File: src/rtl/alu_pkg.sv
// Shared definitions for the serial ALU link: op codes, word types,
// frame geometry and the CRC-4 used by both tester and receiver.
package alu_pkg;

  typedef enum logic [2:0] {
    AND_OP = 3'b000,
    OR_OP  = 3'b001,
    ADD_OP = 3'b100,
    SUB_OP = 3'b101,
    NO_OP  = 3'b111
  } operation_t;

  localparam logic WORD_DATA = 1'b0;
  localparam logic WORD_CTL  = 1'b1;

  localparam int unsigned BITS_PER_WORD   = 11;
  localparam int unsigned WORDS_PER_FRAME = 9;
  localparam int unsigned BITS_PER_FRAME  = BITS_PER_WORD * WORDS_PER_FRAME;

  // CRC-4, polynomial x^4+x+1, seed 0, data consumed MSB first.
  function automatic logic [3:0] crc4_68(input logic [67:0] d);
    logic [3:0] c;
    logic       fb;
    c = '0;
    for (int unsigned i = 0; i < 68; i++) begin
      fb = c[3] ^ d[67-i];
      c  = {c[2:0], 1'b0} ^ {2'b00, fb, fb};
    end
    return c;
  endfunction

  // Ops the ALU core actually implements.
  function automatic logic op_is_valid(input logic [2:0] op);
    case (op)
      AND_OP, OR_OP, ADD_OP, SUB_OP: return 1'b1;
      default:                       return 1'b0;
    endcase
  endfunction

endpackage

File: src/rtl/alu_serial_rx_word.sv
// Bit-level sampler for one 11-bit word after its start bit has been seen:
// captures type and payload, flags the stop bit on the done cycle.
module alu_serial_word_rx (
  input  logic       clk,
  input  logic       rst_n,
  input  logic       sin,
  input  logic       start,
  output logic       done,
  output logic       word_type,
  output logic [7:0] payload,
  output logic       stop_ok
);

  typedef enum logic [1:0] {W_IDLE, W_TYPE, W_PAYLOAD, W_STOP} wstate_t;

  wstate_t    state, state_n;
  logic [2:0] bit_cnt;

  // State register plus type/payload capture.
  always_ff @(posedge clk or negedge rst_n) begin
    if (!rst_n) begin
      state     <= W_IDLE;
      word_type <= 1'b0;
      payload   <= '0;
      bit_cnt   <= '0;
    end else begin
      state <= state_n;
      case (state)
        W_TYPE: begin
          word_type <= sin;
          bit_cnt   <= 3'd7;
        end
        W_PAYLOAD: begin
          payload <= {payload[6:0], sin};
          bit_cnt <= bit_cnt - 3'd1;
        end
        default: ;
      endcase
    end
  end

  // Next state; done marks the cycle in which the stop bit is on sin.
  always_comb begin
    state_n = state;
    done    = 1'b0;
    case (state)
      W_IDLE:    if (start) state_n = W_TYPE;
      W_TYPE:    state_n = W_PAYLOAD;
      W_PAYLOAD: if (bit_cnt == 3'd0) state_n = W_STOP;
      W_STOP: begin
        done    = 1'b1;
        state_n = W_IDLE;
      end
      default:   state_n = W_IDLE;
    endcase
  end

  assign stop_ok = sin;

endmodule

File: src/rtl/alu_serial_rx.sv
// Frame receiver: sequences 8 data words plus CTL, assembles A/B/op,
// checks framing, op code and CRC-4, and reports with a one-cycle valid.
module alu_serial_rx
  import alu_pkg::*;
#(
  parameter int unsigned DATA_WORDS  = 8,
  parameter int unsigned GAP_TIMEOUT = 0
) (
  input  logic        clk,
  input  logic        rst_n,
  input  logic        sin,
  output logic [31:0] a_o,
  output logic [31:0] b_o,
  output logic [2:0]  op_o,
  output logic        valid_o,
  output logic        err_data_o,
  output logic        err_crc_o,
  output logic        err_op_o,
  output logic        busy_o
);

  typedef enum logic [1:0] {IDLE, WORD, GAP, REPORT} state_t;

  localparam logic [3:0]  LAST_CNT = 4'(DATA_WORDS);
  localparam logic [15:0] GAP_LIM  = 16'(GAP_TIMEOUT);

  state_t      state, state_n;
  logic        word_start, word_done, word_type, stop_ok;
  logic [7:0]  word_byte;
  logic [3:0]  word_cnt;
  logic [15:0] gap_cnt;
  logic [63:0] data_q;
  logic [7:0]  ctl_q;
  logic        err_q;
  logic        store_data, store_ctl, report_err;

  alu_serial_word_rx u_word (
    .clk       (clk),
    .rst_n     (rst_n),
    .sin       (sin),
    .start     (word_start),
    .done      (word_done),
    .word_type (word_type),
    .payload   (word_byte),
    .stop_ok   (stop_ok)
  );

  // Frame sequencing: start detection, per-word decisions, gap timeout.
  always_comb begin
    state_n    = state;
    word_start = 1'b0;
    store_data = 1'b0;
    store_ctl  = 1'b0;
    report_err = 1'b0;
    case (state)
      IDLE: begin
        if (!sin) begin
          word_start = 1'b1;
          state_n    = WORD;
        end
      end
      WORD: begin
        if (word_done) begin
          state_n = REPORT;
          if (!stop_ok) begin
            report_err = 1'b1;
          end else if (word_type == WORD_DATA) begin
            if (word_cnt < LAST_CNT) begin
              store_data = 1'b1;
              state_n    = GAP;
            end else begin
              report_err = 1'b1;
            end
          end else if (word_cnt != LAST_CNT) begin
            report_err = 1'b1;
          end else begin
            store_ctl = 1'b1;
          end
        end
      end
      GAP: begin
        if (!sin) begin
          word_start = 1'b1;
          state_n    = WORD;
        end else if ((GAP_TIMEOUT != 0) && (gap_cnt == GAP_LIM)) begin
          report_err = 1'b1;
          state_n    = REPORT;
        end
      end
      REPORT:  state_n = IDLE;
      default: state_n = IDLE;
    endcase
  end

  // Sequencer registers; data bytes shift in so that after 8 words
  // data_q holds {B, A} in transmission order.
  always_ff @(posedge clk or negedge rst_n) begin
    if (!rst_n) begin
      state    <= IDLE;
      word_cnt <= '0;
      gap_cnt  <= '0;
      data_q   <= '0;
      ctl_q    <= '0;
      err_q    <= 1'b0;
    end else begin
      state <= state_n;
      if (state == REPORT)  word_cnt <= '0;
      else if (store_data)  word_cnt <= word_cnt + 4'd1;
      if (state != GAP)     gap_cnt <= '0;
      else                  gap_cnt <= gap_cnt + 16'd1;
      if (store_data)       data_q <= {data_q[55:0], word_byte};
      if (store_ctl)        ctl_q  <= word_byte;
      if (state != REPORT && state_n == REPORT) err_q <= report_err;
    end
  end

  // Report registers: loaded in REPORT, held until the next report.
  always_ff @(posedge clk or negedge rst_n) begin
    if (!rst_n) begin
      a_o        <= '0;
      b_o        <= '0;
      op_o       <= '0;
      valid_o    <= 1'b0;
      err_data_o <= 1'b0;
      err_crc_o  <= 1'b0;
      err_op_o   <= 1'b0;
    end else begin
      valid_o <= (state == REPORT);
      if (state == REPORT) begin
        if (err_q) begin
          a_o        <= '0;
          b_o        <= '0;
          op_o       <= '0;
          err_data_o <= 1'b1;
          err_crc_o  <= 1'b0;
          err_op_o   <= 1'b0;
        end else begin
          a_o        <= data_q[31:0];
          b_o        <= data_q[63:32];
          op_o       <= ctl_q[6:4];
          err_data_o <= 1'b0;
          err_crc_o  <= (crc4_68({data_q, 1'b1, ctl_q[6:4]}) != ctl_q[3:0]);
          err_op_o   <= !op_is_valid(ctl_q[6:4]);
        end
      end
    end
  end

  assign busy_o = (state != IDLE);

endmodule
File: config.mk
export PLATFORM = sky130hd
export DESIGN_NAME = alu_serial_rx
export DESIGN_NICKNAME = d
export VERILOG_FILES = /design/src/rtl/alu_pkg.sv /design/src/rtl/alu_serial_rx_word.sv /design/src/rtl/alu_serial_rx.sv
export SDC_FILE = /design/constraint.sdc
export NUM_CORES = 1
export LEC_CHECK = 0
export CAP_MARGIN = 20
export CORE_UTILIZATION = 38
export CTS_CLUSTER_DIAMETER = 40
export CTS_CLUSTER_SIZE = 16
export DETAILED_ROUTE_END_ITERATION = 16
export HOLD_SLACK_MARGIN = 0.03
export MAX_ROUTING_LAYER = met4
export PLACE_DENSITY = 0.6
export SLEW_MARGIN = 20
export SYNTH_ARGS = -nofsm -noshare
export SYNTH_HDL_FRONTEND = slang
export SYNTH_SLANG_ARGS = --single-unit
File: constraint.sdc
create_clock -name clk -period 10.01 [get_ports clk]
set_input_delay 2.002 -clock clk [delete_from_list [all_inputs] [get_ports clk]]
set_output_delay 2.002 -clock clk [all_outputs]
set_load 0.02 [all_outputs]
* Yosys cells after proc, flatten, opt, wreduce, memory -nomap -nowiden
Cells that the tools add are included.
** Operators by class
- Reduce and logical (&&, ||, !) cells :: 12
- Add/subtract/negate cells :: 2
- Equal/unequal tests :: 15
- Order comparisons :: 1
- Muxes and demuxes :: 40
- Bitwise gates (word level) :: 133
** Operators by type and width (number)
- $xor A4 B2 Y4 :: 66
- $mux W32 :: 2
- $xor A1 B1 Y1 :: 64
- $mux W1 :: 28
- $eq A2 B2 Y1 const B :: 5
- $mux W2 :: 4
- $mux W4 :: 2
- $pmux W2 S4 :: 1
- $eq A3 B3 Y1 const B :: 2
- $logic_not A3 Y1 :: 2
- $pmux W2 S3 :: 1
- $pmux W3 S2 :: 1
- $reduce_bool A2 Y1 :: 3
- $add A4 B1 Y4 const B :: 1
- $eq A2 B1 Y1 const B :: 2
- $logic_not A2 Y1 :: 2
- $lt A4 B4 Y1 const B :: 1
- $ne A2 B1 Y1 const B :: 2
- $ne A4 B4 Y1 :: 1
- $ne A4 B4 Y1 const B :: 1
- $reduce_or A4 Y1 :: 1
- $eq A3 B1 Y1 const B :: 1
- $mux W3 :: 1
- $sub A3 B1 Y3 const B :: 1
- 8 further kinds :: 8
** Word-level totals
- Register bits :: 163
- Input bits :: 3
- Word-level logic and storage cells :: 219
- Output and inout bits :: 72

* Longest topological paths before layout
- Depth after elaboration :: 134
- Depth in mapped cells :: 12
- Mapped depth without buffers :: 11

* Hierarchy
From an unflattened synthesis, not the netlist that was laid out.
** Second synthesis, totals
- Cell total of the unflattened synthesis :: 770
- Area, all modules :: 7771.2 sq um
** Modules (own cells, without submodules)
- alu_serial_rx :: cells each 722, times used 1, seq. area each 3703.6 sq um, area each 7119.3 sq um
- alu_serial_word_rx :: cells each 48, times used 1, seq. area each 350.3 sq um, area each 651.9 sq um

* Worst setup path after synthesis
OpenSTA, ideal clock, no wires.
- Path kind :: reg-to-reg
- Start :: register data_q[59]
- End :: register err_crc_o
- Cell stages (with the launch flop) :: 12
- Data required time :: 9.879 ns
- Path buffers :: 0
- Arrival :: 3.379 ns
- Setup slack :: 6.500 ns
- Clock period less this slack :: 3.510 ns
- Setup time :: 0.131 ns
- Path through :: dfrtp_1 -> xnor2_1 -> xnor2_1 -> xnor3_2 -> xor2_2 -> xnor3_2 -> xor3_1 -> xor2_1 -> xnor3_1 -> or3_1 -> a22oi_2 -> o31ai_1
** On the way
- Cells in the longest elaborated chain, start to end :: 88
- Elaborated cells on any way between the ends :: 127
- Those cells by class :: 1 x eq/ne; 1 x mux; 125 x bitwise
** Ends and longest elaborated chain
- start, declared :: line alu_serial_rx.sv:32 : logic [63:0] data_q;
- start signal, assigned :: line alu_serial_rx.sv:111 : if (store_data) data_q <= {data_q[55:0], word_byte};
- $xor A1 B1 Y1 (*) :: line alu_pkg.sv:26 : fb = c[3] ^ d[67-i];
- $xor A4 B2 Y4 (*) (3 in series) :: line alu_pkg.sv:27 : c = {c[2:0], 1'b0} ^ {2'b00, fb, fb};
- $xor A1 B1 Y1 :: line alu_pkg.sv:26
- $xor A4 B2 Y4 (*) (3 in series) :: line alu_pkg.sv:27
- $xor A1 B1 Y1 :: line alu_pkg.sv:26
- $xor A4 B2 Y4 (*) (3 in series) :: line alu_pkg.sv:27
- $xor A1 B1 Y1 :: line alu_pkg.sv:26
- $xor A4 B2 Y4 (*) (3 in series) :: line alu_pkg.sv:27
- [60 not listed]
- $xor A1 B1 Y1 :: line alu_pkg.sv:26
- $xor A4 B2 Y4 (*) (3 in series) :: line alu_pkg.sv:27
- $not A1 Y1 (no source line)
- $xor A4 B2 Y4 (*) (3 in series) :: line alu_pkg.sv:27
- $xor A1 B1 Y1 :: line alu_pkg.sv:26
- $xor A4 B2 Y4 (*) :: line alu_pkg.sv:27
- $ne A4 B4 Y1 (*) :: line alu_serial_rx.sv:142 : err_crc_o <= (crc4_68({data_q, 1'b1, ctl_q[6:4]}) != ctl_q[3:0]);
- $mux W1 (*) :: line alu_serial_rx.sv:130 : if (err_q) begin
- end signal, assigned :: line alu_serial_rx.sv:142
- end, declared :: line alu_serial_rx.sv:17 : output logic err_crc_o,
Every way passes the cells marked *; elsewhere a longest branch is shown, timed or not.
A chain may end at the register's enable or synchronous reset.

* Worst setup path after layout
Same ends and word-level chain as after synthesis.

==> impl_metrics.toml <==
[outcome]
status = "completed"

[critical_path]
cp_max_fo = 4
path_buf_inv = 0
worst_ep_arrival_time_ns = 4.06
worstSetupPathType = "register to register"
path_delay_family = "XOR/XNOR gates"
crit_slowest_cell = "xnor3_2"
cp_slowest_stage_delay_ns = 0.57
cp-start-kind = "register"
crit_top_cell = "xnor2_1"
crit_chain = "xnor2_1, xnor2_1, xnor3_2, xor2_2, xnor3_2, xor3_1, xnor2_1, xnor2_1, or3_1, a22oi_2, o31ai_1"
endpoint_kind = "register"
required_ns = 10.28

[detailed_routing]
dr.pass1.iters = 4
wl_microns = 16900
wl_per_cell_microns = 15.0
drt_iter0_drc = 277
antenna_left = 0
vias_per_cell = 4.65
vias = 5260
drcViolationCount = 0

[timing]
hold_viol_final = 0
tns_ns = 0
fin_crit_sh_pct = 37.8
rsz0062_at_grt = "false"
fin_ws_ns = 6.22
tightest_slew_ns = 0.911
fin_crit_ns = 3.79
maxSlewViolCount = 0
fin_skew_ns = 0.00795
fmaxAchievable_mhz = 264
slew_headroom_pct = 39.2
finalSetupViolCount = 0

[power]
comb_power_share_pct = 49.7
swShare_pct = 35.4
switchingPower_w = 0.00106
power_w = 0.00300
p_per_area_nw_per_um2 = 312
leakagePower_nw = 4.46
vdd_drop_max_mv = 0.368
power_frac_clock_pct = 21.6
intPower_w = 0.00194
pwr-share-seq_pct = 28.7

[synth]
syn_nets = 803
synth_largest_area_cell = "dfrtp_1"
avgSynthCellArea_sq_um = 10.1
yosysMostFrequentCell = "nand2_1"
synthCells = 792
synth_area_leaders = "dfrtp_1 50%, nand2_1 12%, xnor2_1 6.9%"
synthArstFlopShare_pct = 100
postSynthRegisterBits = 162
syn_area_sq_um = 8030
synth_commonest_cells = "267 x nand2_1, 162 x dfrtp_1, 71 x o21ai_0, 68 x nand2b_1, 63 x xnor2_1"
ys_types = 33
synth_top_area_share_pct = 50.5
ys_dominant_reg_cell = "dfrtp_1"
synth_warnings = 0
synth_enable_flop_cells = 0
synth_seq_area_share_pct = 50.5

[cts]
cts-hold-fix-buffers = 0
insertion_delay_ns = 0.42
cts-htree-levels = 4
post_cts_buffers = 0
root_buffer = "clkbuf_16"
clockBufferDepth = 2
cts_buffers = 17
clock-sinks = 162
clkSlewWorstSetupHoldPaths_ns = 0.07
cts_resized = 0
cts_tree = "yes"

[placed_design]
dp_hpwl_microns = 11200
place.gp.congestion = 0.774
place_worst_setup_slack_ns = 6.00
portBuffers = 74

[floorplanning]
num_rows = 52
die_h_microns = 147
die_w_microns = 147
io_pins = 75
core_area_sq_um = 20500
initial_core_util_pct = 39.2
dieArea_sq_um = 21700

[grt]
grt-ovfl-total = 0
grt_max_degree = 132
grt_use_total_pct = 17.5
grt_pass1_wl_microns = 28600
antenna_found_initial = 0
grt_pass1_vias = 5289

[final_layout]
diodes = 0
drive_gt1_share_pct = 8.13
syn2layout_area_growth_pct = 19.4
nets = 860

[hold_path]
hp-class = "register to register"

[run]
maxCapViolCount = 0
## per-stage QoR
step           std cells  cell area [sq um]  hold WS (ns)  utilization, %
6_report            1131               9590         0.464            46.8
5_1_grt             1131               9590         0.499            46.8
4_1_cts             1131               9590         0.467            46.8
3_5_place_dp        1100               9000         0.457            43.9
3_3_place_gp        1100               9000         0.456            43.9
2_1_floorplan        792               8030         0.435               -
## flip-flops by register name, indices dropped and copies added (netlist names), 2 cells and up
name,cells
a_o,32
b_o,32
ctl_q,7
data_q,64
op_o,3
state,2
u_word.bit_cnt,3
u_word.payload,8
u_word.state,2
word_cnt,4
## layout make-up
cell class              instances  area (sq um)
flip-flops and latches        162          4050
fillers                      1960         10900
multi-input cells             581          3800
inverters                       8          30.0
clock inverters                11           130
well taps                     270           338
repair buffers                 79           783
clock buffers                  20           457
## kinds of logic (layout without fill, tap and decap cells)
group	count (synthesis)	in the layout	share of synthesized area, %
adder cells (fa/ha/maj)	8	8	1.25
multiplexers	17	17	2.38
AO/OA/AOI/OAI	83	83	5.52
buffers and inverters	49	118	2.37
XOR/XNOR	118	118	19.0
flip-flops	162	162	50.5
AND/OR/NAND/NOR	355	355	19.0
## cell usage in the layout (no fill, tap or decap), types with 2 or more instances in the layout
cell / count
xnor2_2: 5
buf_6: 2
buf_4: 4
xor2_1: 17
mux2_2: 17
nand2_1: 266
bufinv_16: 2
nand3_1: 4
or3_1: 2
xor3_1: 6
clkinv_4: 2
xnor3_1: 21
xnor2_1: 63
inv_1: 8
inv_6: 2
nand2b_1: 68
xnor3_2: 4
a21oi_1: 3
clkbuf_16: 17
nor2_1: 9
clkinvlp_4: 4
clkdlybuf4s50_1: 73
o31ai_1: 2
clkbuf_8: 2
dfrtp_1: 162
xor2_2: 2
a31oi_1: 2
ha_1: 8
o21ai_0: 71
## worst min-delay path: stages (launching register included)
cell     delay, ns
dfrtp_1       0.34
nand2_1       0.05
nand2_1       0.05
## final timing paths
path | cells after the start | startpoint | slack, ns | to
setup / recovery | 11 | data_q[59]$_DFFE_PN0P_ | 6.22 | err_crc_o$_DFFE_PN0P_
hold / removal | 2 | u_word.payload[7]$_DFFE_PN0P_ | 0.46 | data_q[7]$_DFFE_PN0P_
setup reg to reg | 11 | data_q[59]$_DFFE_PN0P_ | 6.22 | err_crc_o$_DFFE_PN0P_
hold reg to reg | 2 | u_word.payload[7]$_DFFE_PN0P_ | 0.46 | data_q[7]$_DFFE_PN0P_
max in group asynchronous | 2 | rst_n | 6.87 | data_q[55]$_DFFE_PN0P_
min in group asynchronous | 1 | rst_n | 1.65 | b_o[8]$_DFFE_PN0P_
## routing by layer
layer	part of all wire, %	GRT usage (%)
met1	46	22.2
met5	0	-
met2	50	28.4
met3	2.7	3.52
met4	1.1	5.21
## power groups by stage
stage | combinational [W] | sequential (W) | clock [W]
global placement | 0.00146 | 0.000876 | 0
finish | 0.00149 | 0.000860 | 0.000648
detailed placement | 0.00149 | 0.000875 | 0
floorplan | 0.00128 | 0.000837 | 0
CTS | 0.00150 | 0.000864 | 0.000664
global route | 0.00162 | 0.000878 | 0.000699
No activity file was read; power rests on OpenSTA's default activity.
